### src/rtl/relative_absolute_code.sv
// ---------------------------------------------------------------------------
// relative_absolute_code
//
// DPSK receive-side differential decoder. The relative-code stream from the
// demodulator/slicer is oversampled SPS clocks per symbol. A majority vote
// gives one decided symbol per symbol period, and that symbol is XORed with
// the previous decided symbol to recover the absolute code.
//
// Optional feature (macro RELATIVE_ABSOLUTE_ERRCNT_EN):
//   defined   -> err_cnt counts symbols whose samples were not unanimous,
//                saturating at 255, cleared only by rst.
//   undefined -> no counter is built; err_cnt is tied to 0.
//
// Parameters:
//   SPS  clock cycles per symbol (2..16)
//   CW   phase counter width, 2**CW >= SPS
//   OW   ones counter width,  2**OW >  SPS
//
// Ports:
//   clk      system clock, rising edge
//   rst      asynchronous active-high reset
//   start    decode enable; low clears phase/state synchronously
//   y        relative-code input, one sample per clk
//   x        decoded absolute-code bit, held between symbols
//   x_valid  one-cycle strobe when x updates
//   err_cnt  count of non-unanimous symbols (0 when feature disabled)
// ---------------------------------------------------------------------------
module relative_absolute_code #(
   parameter int SPS = 4,
   parameter int CW  = 4,
   parameter int OW  = 5
) (
   input  logic       clk,
   input  logic       rst,
   input  logic       start,
   input  logic       y,
   output logic       x,
   output logic       x_valid,
   output logic [7:0] err_cnt
);

   localparam logic [CW-1:0] LAST_PH = CW'(SPS - 1);
   localparam logic [CW-1:0] MID_PH  = CW'(SPS / 2);
   localparam logic [OW:0]   SPS_W   = (OW + 1)'(SPS);

   logic [CW-1:0] phase;
   logic [OW-1:0] ones;
   logic          prev;
   logic          mid;

   logic          last_phase;
   logic [OW-1:0] total;
   logic [OW:0]   total_x2;
   logic          mid_now;
   logic          sym;

   // Decision path. total includes the current sample so the decision can be
   // made on the last sample's edge without an extra cycle of latency.
   always_comb begin
      // NOTE: every combinational output gets a default first, so no path
      // through the block can leave it unassigned and infer a latch.
      last_phase = (phase == LAST_PH);
      total      = ones + OW'(y);
      total_x2   = {total, 1'b0};
      // When SPS == 2 the mid sample is the decision sample itself and has
      // not been registered yet, so take it straight from y.
      mid_now    = (phase == MID_PH) ? y : mid;
      sym        = mid_now;
      if (total_x2 > SPS_W) begin
         sym = 1'b1;
      end else if (total_x2 < SPS_W) begin
         sym = 1'b0;
      end
   end

   // NOTE: sequential state uses non-blocking assignments so every register
   // samples the pre-edge values, independent of statement order.
   always_ff @(posedge clk or posedge rst) begin
      if (rst) begin
         phase   <= '0;
         ones    <= '0;
         prev    <= 1'b0;
         mid     <= 1'b0;
         x       <= 1'b0;
         x_valid <= 1'b0;
      end else if (!start) begin
         // x holds its last value; the reference symbol restarts at 0.
         phase   <= '0;
         ones    <= '0;
         prev    <= 1'b0;
         mid     <= 1'b0;
         x_valid <= 1'b0;
      end else begin
         x_valid <= 1'b0;
         if (phase == MID_PH) begin
            mid <= y;
         end
         if (last_phase) begin
            x       <= sym ^ prev;
            prev    <= sym;
            x_valid <= 1'b1;
            ones    <= '0;
            phase   <= '0;
         end else begin
            ones    <= total;
            phase   <= phase + CW'(1);
         end
      end
   end

`ifdef RELATIVE_ABSOLUTE_ERRCNT_EN
   logic mixed;

   // Samples disagree when the count is neither all-zero nor all-one.
   always_comb begin
      mixed = (total != '0) && (total != OW'(SPS));
   end

   // start low deliberately does not clear the counter: it tracks link
   // quality across decode sessions until the next reset.
   always_ff @(posedge clk or posedge rst) begin
      if (rst) begin
         err_cnt <= 8'd0;
      end else if (start && last_phase && mixed && (err_cnt != 8'hFF)) begin
         err_cnt <= err_cnt + 8'd1;
      end
   end
`else
   assign err_cnt = 8'd0;
`endif

endmodule
### config.mk
export PLATFORM = sky130hd
export DESIGN_NAME = relative_absolute_code
export DESIGN_NICKNAME = d
export VERILOG_FILES = /design/src/rtl/relative_absolute_code.sv
export SDC_FILE = /design/constraint.sdc
export NUM_CORES = 1
export LEC_CHECK = 0
export ABC_CLOCK_PERIOD_IN_PS = 3600
export BUFFER_PORTS_ARGS = -buffer_cell sky130_fd_sc_hd__buf_4
export CORE_UTILIZATION = 40
export CTS_BUF_LIST = sky130_fd_sc_hd__clkbuf_8
export DETAILED_ROUTE_END_ITERATION = 6
export HOLD_SLACK_MARGIN = 0.05
export RECOVER_POWER = 100
export SYNTH_ARGS = -nofsm -noshare
export SYNTH_HDL_FRONTEND = slang
export SYNTH_SLANG_ARGS = --single-unit
### constraint.sdc
create_clock -name clk -period 3.6 [get_ports clk]
set_input_delay 0.72 -clock clk [delete_from_list [all_inputs] [get_ports clk]]
set_output_delay 0.72 -clock clk [all_outputs]
set_load 0.1 [all_outputs]
==> results of run 1 <==
[path summary, 6_finish.rpt]
check / cells past startpoint / endpoint / slack, ns / startpoint
max: 1 / x / 1.43 / x$_DFFE_PP0P_
min: 1 / phase[0]$_DFF_PP0_ / 0.48 / phase[0]$_DFF_PP0_
max reg2reg: 6 / x$_DFFE_PP0P_ / 1.89 / ones[0]$_DFF_PP0_
min reg2reg: 1 / phase[0]$_DFF_PP0_ / 0.48 / phase[0]$_DFF_PP0_
max in group asynchronous: 2 / prev$_DFFE_PP0P_ / 2.75 / rst
min in group asynchronous: 2 / ones[1]$_DFF_PP0_ / 0.51 / rst
[cell usage after synthesis, types with 2 or more instances]
library cell and number:
nor2b_1 3, nand2_1 4, inv_1 5, o22ai_1 2, a21oi_1 2, and3_1 2
xnor2_1 3, ha_1 4, nor2_1 6, dfrtp_1 13, buf_4 8, nand3_1 4
xor2_1 2
[cell type report]
| class | instances | area (µm²) |
|---|---|---|
| clock buffers | 3 | 41.3 |
| clock inverters | 1 | 3.75 |
| fillers | 177 | 916 |
| inverters | 5 | 18.8 |
| multi-input cells | 52 | 349 |
| flip-flops and latches | 13 | 325 |
| well taps | 25 | 31.3 |
| repair buffers | 5 | 22.5 |
[per-stage QoR]
step                      instances  utilization
after floorplan                  78            -
after global placement          100        0.446
after detailed placement        100        0.446
after CTS                       104        0.473
after global routing            104        0.464
final                           104        0.464
[cells in the final DEF (no fill, tap or decap)]
master and instances:
and3_1 2, or3b_1 1, a211oi_2 1, clkbuf_8 3, nand2_1 4, o41a_1 1
clkbuf_4 1, a2111oi_0 1, ha_1 4, or4_1 1, clkbuf_1 4, nor4_1 1
a21oi_1 2, o22ai_1 2, nand4bb_2 1, nand4_1 1, and2_0 1, xnor2_1 3
inv_1 6, xor2_1 2, nand3_1 4, o22a_1 1, nor2b_1 3, and4bb_2 1
nor2_1 6, dfrtp_1 13, a211o_1 1, conb_1 8
[cell families after synthesis]
group | count (synthesis)
flops | 13
xor+xnor | 5
fa+ha+maj | 4
buf+inv | 13
simple gates | 26
compound gates | 9
other cells | 1
[power breakdown]
part	leakage [nW]	switching, mW	internal (mW)
combinational	0.178	0.0798	0.0177
sequential	0.177	0.00639	0.155
clock	0.0269	0.0539	0.0755
total	0.381	0.140	0.248
[metal layers]
layer  part of all wire  track usage  vias to the layer above
met5                  0            0                        -
met4              0.023       0.0848                        0
met3              0.064       0.0735                        3
met2               0.47        0.238                       14
met1               0.44        0.157                      244
li1                   -            -                      246
[sequential cells by signal, summed over array words and instances, names as in the netlist]
signal / cells
x: 1
x_valid: 1
prev: 1
phase: 4
mid: 1
ones: 5
==> results.yml, run 1 <==
status:
  outcome: "finished, final reports clean"
sta:
  postLayoutSetupSlackWorst_ns: 1.43
  period_share: 0.603
  skew_ns: 0.00122
  final.setup.tns_ns: 0
  fmax_ghz: 0.461
  slew_violations: 0
  whs_ns: 0.485
  hold_violations: 0
  setup_violations: 0
  worst_pin_slew_ns: 1.16
  slew_headroom: 0.228
  min_period_ns: 2.17
  rsz0062_at_grt: "false"
route:
  firstDrtPassIters: 4
  vias_per_cell: 4.88
  wirelength_mm: 1.17
  via_count: 507
  drc: 0
  ant_nets: 0
  first_iter_violations: 8
  post_drt_wl_per_cell_um: 11.3
critical_path:
  worstSetupStartpointType: "register"
  cp_cell_sequence: "clkbuf_1"
  cp_top_family: "buffers and inverters"
  slowest_stage: "clkbuf_1"
  path_max_fanout: 2
  cp.required_ns: 2.88
  worst-setup-path-type: "register to primary output"
  arrival_ns: 1.45
  max_stage_delay_ns: 0.86
  end_kind: "primary output"
  cp_num_buf_inv: 1
cts:
  cts-root-buf: "clkbuf_8"
  cts_hold_buf: 0
  clk_latency_ns: 0.25
  cts_resized: 0
  cts_tree: "built"
  numCtsBuffers: 3
  cts.sinks: 13
  clk_path_buf_depth: 2
  post_cts_buffers: 0
  clk_pin_slew_worst_paths_ns: 0.05
  htree_levels: 1
yosys:
  synth_mux_area_frac: 0
  ys_types: 26
  synth_area_leaders: "dfrtp_1 (45%), buf_4 (8.3%), ha_1 (6.9%)"
  ys_warn_count: 0
  yosysTopAreaCell: "dfrtp_1"
  async_flop_share: 1.00
  synth_top_family_by_area: "simple AND/OR/NAND/NOR gates"
  yosys.area_share.simple: 0.210
  synth_top_area_frac: 0.448
  synth_edf_count: 0
  synthAdderAreaFrac: 0.0688
  ys_seq_elements: 13
  synth_compound_area_frac: 0.0998
  synthCells: 71
  syn_avg_cell_area_um2: 10.2
  synth.cell_area_um2: 727
  ys.flop_type: "dfrtp_1"
  synth-xor-area-share: 0.0602
  ys_seq_area_frac: 0.448
die:
  coreArea_um2: 1710
  chipHeight_um: 44.6
  rows: 15
  pin_count: 14
  chipWidth_um: 44.6
  initial_utilization: 0.426
  fp.dieArea_um2: 1990
place:
  gp_congestion: 0.746
  hpwl_um: 825
  pre_cts_ws_ns: 1.40
  numPortBuffers: 5
  placed_area_um2: 762
finish:
  final_nets: 88
  drive_gt1_frac: 0.0886
  antenna_cells: 0
  area_delta_synth_final_pct: 8.95
  fin_area_um2: 792
run:
  maxCapViolCount: 0
global_route:
  grt_pass1_wl_mm: 2.04
  antenna_found_initial: 0
  grt.total_usage: 0.148
  grt_pass1_vias: 469
  grt_max_degree: 14
  overflow: 0
pwr:
  p_per_area_nw_per_um2: 490
  leakage_nw: 0.381
  power_mw: 0.388
  ir_worst_vdd_mv: 0.281
worst_hold_path:
  hold_path.class: "register to register"
(Power assumes the default switching activity.)
==> inputs of run 2 (changes only) <==
- ABC_CLOCK_PERIOD_IN_PS: 3600 -> 1850
- clock period: 3.6 -> 1.85 ns (I/O delays scaled with it)
==> results.yml, run 2 (synthesized netlist as in run 1, its figures left out) <==
status:
  outcome: "finished, final reports clean"
route:
  via_count: 504
  firstDrtPassIters: 3
  first_iter_violations: 4
  wirelength_mm: 1.12
  ant_nets: 0
  drc: 0
  post_drt_wl_per_cell_um: 10.6
  vias_per_cell: 4.75
critical_path:
  end_kind: "register"
  max_stage_delay_ns: 0.41
  cp.required_ns: 1.97
  slowest_stage: "dfrtp_1"
  cp_cell_sequence: "inv_1 > ha_1 > or3b_1 > a211oi_2 > o22a_1 > o22ai_1"
  worst-setup-path-type: "register to register"
  worstSetupStartpointType: "register"
  path_max_fanout: 4
  arrival_ns: 1.82
finish:
  largestRegisters: "ones: 5 flops, phase: 4 flops"
  mostFrequentLayoutCells: "dfrtp_1 (13), conb_1 (8), nor2_1 (6), inv_1 (6)"
  drive_gt1_frac: 0.136
  fillers: 167
  regArea_um2: 325
  final_nets: 90
  final_common_cell: "dfrtp_1"
  regMostFlops: "ones"
  fin_area_um2: 810
  antenna_cells: 0
  largest_reg_flops: 5
  area_delta_synth_final_pct: 11.4
  final_util: 0.474
  multi_input_area_um2: 349
global_route:
  grt_pass1_wl_mm: 1.88
  antenna_found_initial: 0
  grt_max_degree: 14
  grt.total_usage: 0.142
  overflow: 0
  grt_pass1_vias: 458
cts:
  clk_path_buf_depth: 2
  cts.sinks: 13
  clk_pin_slew_worst_paths_ns: 0.05
  post_cts_buffers: 0
  numCtsBuffers: 3
  clk_latency_ns: 0.24
  htree_levels: 1
  cts_hold_buf: 0
  cts_resized: 0
  cts_tree: "built"
  cts-root-buf: "clkbuf_8"
die:
  pin_count: 14
  initial_utilization: 0.426
  fp.dieArea_um2: 1990
  chipWidth_um: 44.6
  chipHeight_um: 44.6
  rows: 15
  coreArea_um2: 1710
sta:
  fmax_ghz: 0.588
  min_period_ns: 1.70
  rsz0062_at_grt: "false"
  worst_pin_slew_ns: 0.539
  skew_ns: 0.00117
  period_share: 0.919
  slew_headroom: 0.642
  hold_violations: 0
  slew_violations: 0
  setup_violations: 0
  final.setup.tns_ns: 0
pwr:
  leakage_nw: 0.398
  p_per_area_nw_per_um2: 934
  clkPwrFrac: 0.331
  p_seq_frac: 0.415
  p_int_mw: 0.486
  combPwrFrac: 0.255
  netSwitchingFraction: 0.357
  ir_worst_vdd_mv: 0.429
  p_switching_mw: 0.270
place:
  placed_area_um2: 777
  hpwl_um: 849
  gp_congestion: 0.655
  numPortBuffers: 5
run:
  maxCapViolCount: 0
worst_hold_path:
  hold_path.class: "primary input to async pin"
## run 2: area by class of cell
cell class                      instances  share of cell area
Multi-Input combinational cell         52               0.431
Sequential cell                        13               0.402
Clock buffer                            3              0.0510
Timing Repair Buffer                    7              0.0495
Tap cell                               25              0.0386
Inverter                                5              0.0232
Clock inverter                          1             0.00464
## run 2: stage by stage
stage | setup WS, ns | power (mW) | hold slack (ns) | cells
4_1_cts | 0.139 | 0.766 | 0.177 | 106
3_3_place_gp | 0.0996 | 0.514 | 0.434 | 102
5_1_grt | 0.0854 | 0.789 | 0.225 | 106
2_1_floorplan | 0.254 | 0.498 | 0.247 | 78
6_report | 0.151 | 0.756 | 0.158 | 106
3_5_place_dp | 0.0998 | 0.517 | 0.442 | 102
## run 2: per-layer routing
| layer | share of wire | track usage | up-vias |
|---|---|---|---|
| met3 | 0.031 | 0.0245 | 4 |
| met1 | 0.48 | 0.162 | 237 |
| li1 | - | - | 251 |
| met5 | 0 | 0 | - |
| met2 | 0.46 | 0.224 | 12 |
| met4 | 0.034 | 0.127 | 0 |
## run 2: power groups by stage
stage / combinational, mW / sequential, mW / clock (mW)
floorplan: 0.140 / 0.359 / 0
global placement: 0.196 / 0.318 / 0
detailed placement: 0.198 / 0.319 / 0
CTS: 0.199 / 0.314 / 0.253
global route: 0.207 / 0.317 / 0.265
finish: 0.193 / 0.314 / 0.250
## run 2: final timing paths
path,from,endpoint,slack (ns),depth (start not counted)
hold / removal,rst,phase[1]$_DFF_PP0_,0.16,2
setup / recovery,phase[0]$_DFF_PP0_,prev$_DFFE_PP0P_,0.15,6
hold reg to reg,phase[0]$_DFF_PP0_,phase[0]$_DFF_PP0_,0.49,1
max in group asynchronous,rst,ones[4]$_DFF_PP0_,1.35,2
setup reg to reg,phase[0]$_DFF_PP0_,prev$_DFFE_PP0P_,0.15,6
min in group clk,start,phase[0]$_DFF_PP0_,0.41,2
## run 2: critical path: cells and delay by family (launching register included)
kind                     cells  cell delay (ns)
AO/OA/AOI/OAI                3             0.57
flip-flops                   1             0.41
AND/OR/NAND/NOR              1             0.38
buffers and inverters        1             0.07
adder cells (fa/ha/maj)      1             0.16
